==> src/rtl/store_trace_fifo.sv <==
// store_trace_fifo
//   Captures every data-memory store of the multicycle processor into a small
//   first-word-fall-through FIFO that a downstream consumer drains through a
//   valid/ready handshake. The processor is never stalled: stores that arrive
//   while the FIFO is full (and not being popped) are dropped and counted.
//
//   Optional feature: define STORE_TRACE_FILTER_EN to capture only stores whose
//   address lies in [LO_ADR, HI_ADR] (unsigned). Out-of-window stores are
//   ignored and never counted as drops. When undefined, every store is a push
//   request and LO_ADR/HI_ADR have no effect.
//
// Parameters
//   DEPTH   number of entries (power of two, >= 2)
//   DROPW   width of the saturating drop counter
//   LO_ADR  lowest captured address (filter build only)
//   HI_ADR  highest captured address (filter build only)
//
// Ports
//   clk         in   single clock, rising edge
//   reset       in   asynchronous, active-low; clears pointers/flags/array
//   MemWrite    in   processor store strobe, one store per high cycle
//   Adr         in   store address
//   WriteData   in   store data
//   TraceReady  in   consumer accepts the head entry
//   TraceValid  out  FIFO non-empty
//   TraceAdr    out  head-entry address
//   TraceData   out  head-entry data
//   Count       out  occupancy, 0..DEPTH
//   Overflow    out  sticky, set on the first dropped store
//   DropCount   out  number of dropped stores, saturating
module store_trace_fifo #(
  parameter int          DEPTH  = 8,
  parameter int          DROPW  = 8,
  parameter logic [31:0] LO_ADR = 32'h0000_0000,
  parameter logic [31:0] HI_ADR = 32'hFFFF_FFFF
) (
  input  logic                       clk,
  input  logic                       reset,
  input  logic                       MemWrite,
  input  logic [31:0]                Adr,
  input  logic [31:0]                WriteData,
  input  logic                       TraceReady,
  output logic                       TraceValid,
  output logic [31:0]                TraceAdr,
  output logic [31:0]                TraceData,
  output logic [$clog2(DEPTH+1)-1:0] Count,
  output logic                       Overflow,
  output logic [DROPW-1:0]           DropCount
);

  localparam int AW = $clog2(DEPTH);
  localparam int CW = $clog2(DEPTH+1);
  localparam logic [CW-1:0]    FULL_CNT = CW'(DEPTH);
  localparam logic [DROPW-1:0] DROP_MAX = '1;

  logic [63:0]      mem_q [DEPTH];
  logic [AW-1:0]    wp_q, wp_d;
  logic [AW-1:0]    rp_q, rp_d;
  logic [CW-1:0]    count_q, count_d;
  logic             ovf_q, ovf_d;
  logic [DROPW-1:0] drop_q, drop_d;

  logic push_req;
  logic pop;
  logic full;
  logic push_acc;
  logic push_rej;

`ifdef STORE_TRACE_FILTER_EN
  // Window test done with 33-bit differences so the borrow bit gives an
  // unsigned compare without constant-comparison warnings at the defaults.
  logic [32:0] lo_diff;
  logic [32:0] hi_diff;
  logic        in_win;

  assign lo_diff  = {1'b0, Adr} - {1'b0, LO_ADR};
  assign hi_diff  = {1'b0, HI_ADR} - {1'b0, Adr};
  assign in_win   = ~lo_diff[32] & ~hi_diff[32];
  assign push_req = MemWrite & in_win;
`else
  // Keeps the window parameters referenced when the filter is compiled out.
  logic unused_win;

  assign unused_win = ^{LO_ADR, HI_ADR};
  assign push_req   = MemWrite;
`endif

  assign TraceValid = (count_q != '0);
  assign full       = (count_q == FULL_CNT);
  assign pop        = TraceValid & TraceReady;
  // When full, a same-cycle pop frees the slot the new entry lands in.
  assign push_acc   = push_req & (~full | pop);
  assign push_rej   = push_req & full & ~pop;

  always_comb begin
    wp_d    = wp_q;
    rp_d    = rp_q;
    count_d = count_q;
    ovf_d   = ovf_q;
    drop_d  = drop_q;

    if (push_acc) wp_d = wp_q + AW'(1);
    if (pop)      rp_d = rp_q + AW'(1);

    if (push_acc && !pop)      count_d = count_q + CW'(1);
    else if (pop && !push_acc) count_d = count_q - CW'(1);

    if (push_rej) begin
      ovf_d = 1'b1;
      if (drop_q != DROP_MAX) drop_d = drop_q + DROPW'(1);
    end
  end

  always_ff @(posedge clk or negedge reset) begin
    if (!reset) begin
      wp_q    <= '0;
      rp_q    <= '0;
      count_q <= '0;
      ovf_q   <= 1'b0;
      drop_q  <= '0;
    end else begin
      wp_q    <= wp_d;
      rp_q    <= rp_d;
      count_q <= count_d;
      ovf_q   <= ovf_d;
      drop_q  <= drop_d;
    end
  end

  // Array is zeroed on reset so the head outputs are never X.
  always_ff @(posedge clk or negedge reset) begin
    if (!reset) begin
      for (int i = 0; i < DEPTH; i++) mem_q[i] <= '0;
    end else if (push_acc) begin
      mem_q[wp_q] <= {Adr, WriteData};
    end
  end

  assign TraceAdr  = mem_q[rp_q][63:32];
  assign TraceData = mem_q[rp_q][31:0];
  assign Count     = count_q;
  assign Overflow  = ovf_q;
  assign DropCount = drop_q;

endmodule
==> config.mk <==
export PLATFORM = sky130hd
export DESIGN_NAME = store_trace_fifo
export DESIGN_NICKNAME = d
export VERILOG_FILES = /design/src/rtl/store_trace_fifo.sv
export SDC_FILE = /design/constraint.sdc
export NUM_CORES = 1
export LEC_CHECK = 0
export BUFFER_PORTS_ARGS = -buffer_cell sky130_fd_sc_hd__buf_4
export CORE_UTILIZATION = 40
export CTS_BUF_LIST = sky130_fd_sc_hd__clkbuf_4
export DETAILED_ROUTE_END_ITERATION = 10
export MAX_ROUTING_LAYER = met4
export SYNTH_ARGS = -nofsm -noshare
export SYNTH_HDL_FRONTEND = slang
export SYNTH_SLANG_ARGS = --single-unit
==> constraint.sdc <==
create_clock -name clk -period 2.6 [get_ports clk]
set_input_delay 0.13 -clock clk [delete_from_list [all_inputs] [get_ports clk]]
set_output_delay 0.13 -clock clk [all_outputs]
set_load 0.005 [all_outputs]
==> summary.md <==
| Metric | Value |
|---|---|
| CTS tree | yes |
| Clock Skew | 0.07557 ns |
| Synth unique cells | 39 |
| Crit end category | output pin |
| CTS max path bufs | 3 |
| Total global-route track usage | 0.2038 |
| Worst-path clk slew | 0.06 ns |
| Global-route wire length before repair | 90.73 mm |
| Flop-to-flop setup slack | 0.17 ns |
| Sequential share of the synthesized area | 0.5550 |
| Fmax | 0.3373 GHz |
| Seq cells post-synth | 531 |
| Commonest non-fill, non-tap cell in the layout | dfrtp_1 |
| Drc violations | 9 |
| Tightest Pin Transition | 0.6995 ns |
| Period utilisation layout | 1.140 |
| Failing checks | design-rule violations, negative setup slack |
| CP required | 2.47 ns |
| RR Endpoint | Count[3] |
| Clk_lat worst skew | 0.98 ns |
| H-tree Lvls | 4 |
| IO buf count | 145 |
| Hold Path Class | input port to register |
| CP Max Fanout | 6 |
| Die height | 246.7 um |
| Top cells by area, synth | dfrtp_1, mux2_2, mux4_2 |
| Asr flop ratio synth | 1.000 |
| Setup CP Type | register to output pin |
| Final Hold Fails | 0 |
| Worst Setup EP | TraceData[25] |
| Post-Syn Nets | 1481 |
| Min-Delay Path Depth | 6 |
| Post-Route WL | 57.22 mm |
| Initial antenna violation count | 5 |
| Crit path launch | rp_q[0] |
| Post-synth EDFFs | 0 |
| Share of the synthesized area in the top cell type | 0.5550 |
| Overflow after GRT | 0 |
| FILL cells | 5016 |
| Rel. slew slack | 0.5337 |
| Global placement routability congestion | 0.7146 |
| CTS Buf Count | 147 |
| Final setup TNS | -19.49 ns |
| HP Start | MemWrite |
| Placed cell area | 26080 um^2 |
| CORE AREA | 59130 um^2 |
| Final setup violation count | 64 |
| Share of layout cells above drive strength 1 | 0.5930 |
| Final core occ | 0.5074 |
| Status | finished with violations |
| Hold slack | 0.2111 ns |
| Crit path DAT | 2.83 ns |
| Most frequent cells in the layout | dfrtp_1, mux2_2, clkbuf_4, buf_4, dlygate4sd3_1 |
| Crit path launch type | register |
| Root Driver | clkbuf_4 |
| IR drop worst, VDD | 0.5774 mV |
| Via count | 14060 |
| Max cap viols | 0 |
| Number of global-route vias before repair | 15660 |
| Mapped Cells | 1406 |
| Via/cell ratio | 5.226 |
| Layout area overhead | 25.30% |
| CTS sink cnt | 531 |
| Site Rows | 89 |
| Avg WL per Cell | 21.27 um |
| Synth Flop Type | dfrtp_1 |
| Design area | 30000 um^2 |
| Die Wd | 246.7 um |
| Final min period | 2.965 ns |
| RSZ-0062 raised after global routing | true |
| Top-Level Pins | 146 |
| DP HPWL | 30.70 mm |
| Final Max Tran Viols | 0 |
| Final worst slack | -0.3647 ns |
| Pwr Density | 1322 nW/um^2 |
| Layout Nets | 1895 |
| Leak | 13.02 nW |
| Reg2Reg Launch Point | Count[0] |
| Largest net degree at the start of global routing | 89 |
| DIE AREA | 60840 um^2 |
| Largest area contributor in the netlist | dfrtp_1 |
| Starting density of the core | 0.4049 |
| Syn_area_per_cell | 17.03 um^2 |
| Antenna-violating nets left | 0 |
| Worst reg2reg path depth | 9 |
| Initial drt markers | 653 |
| Drt pass-1 iters | 8 |
| Synthesized cell area | 23940 um^2 |
| Synth warn | 0 |
## power breakdown
part / internal, mW / leakage [nW] / switching, mW
Combinational: 11.4 / 5.59 / 6.52
Sequential: 12.4 / 6.39 / 1.98
Clock: 3.94 / 1.04 / 3.44
## synth_stat cells (3+ instances only)
master    count
xor2_1        5
nand3_1       3
mux4_2      128
buf_6        39
buf_2        19
nand2_1      13
mux2_1       34
buf_1         5
ha_1          6
buf_4         8
mux2_2      546
xnor2_1       6
dfrtp_1     531
clkbuf_1     22
nor3_1        8
## worst min-delay path by stage
| stage | end | slack [ns] |
|---|---|---|
| floorplan | Count[0] | -0.17 |
| CTS | wp_q[1] | 0.15 |
| global route | wp_q[1] | 0.16 |
| detailed placement | DropCount[1] | 0.13 |
| finish | wp_q[1] | 0.21 |
| global placement | DropCount[1] | 0.13 |
## per-stage QoR
stage | worst slack [ns] | power (mW) | instances
global route | -0.4938 | 42.25 | 2690
CTS | -0.5122 | 39.80 | 2678
detailed placement | 0.09329 | 30.74 | 2280
global placement | 0.07957 | 30.21 | 2280
finish | -0.3647 | 39.67 | 2690
floorplan | 0.003729 | 25.05 | 1406
## cells by family after synthesis
logic type / after synthesis / share of synthesized area
adders and majority gates: 7 / 0.003972
DFF: 531 / 0.5550
buffers and inverters: 96 / 0.02963
xor gates and xnor gates: 11 / 0.004024
AOI/OAI and AO/OA: 9 / 0.002927
muxes: 709 / 0.3936
and+or+nand+nor: 43 / 0.01082
## registers in the layout (all words and copies together), names as in the netlist
name       count
DropCount      8
Count          4
Overflow       1
rp_q           3
wp_q           3
mem_q        512
## timing repair
action / 4_1_cts / 5_1_grt
buffers inserted: 11 / 1
endpoints found under the setup margin: 65 / 67
gates cloned: 9 / 5
hold buffers: 140 / 0
hold endpoints to repair: 1062 / 0
pin swaps: 1 / 0
gates resized for setup: 43 / 25
## worst max-delay path, cell delays in order (launching register included)
cell and delay [ns]:
dfrtp_4 0.52, buf_4 0.16, buf_12 0.14, clkbuf_16 0.17, mux4_2 0.41, mux2_4 0.31
buf_4 0.14
## routing by layer
metal  up-vias  part of all wire  track usage
met3        88             0.032      0.03885
li1       6206                 -            -
met1      7546              0.45       0.2558
met2       219              0.50       0.3249
met5         -                 0            -
met4         0             0.021      0.08297
## layout make-up
cell class	instances	area, um^2	area share
Clock inverter	30	219.0	0.007299
Multi-Input combinational cell	779	10100	0.3367
Tap cell	773	967.2	0.03224
Sequential cell	531	13300	0.4433
Clock buffer	208	1562	0.05205
Inverter	3	13.76	0.0004588
Antenna cell	8	20.02	0.0006673
Timing Repair Buffer	358	3819	0.1273
No activity file was read; power rests on OpenSTA's default activity.
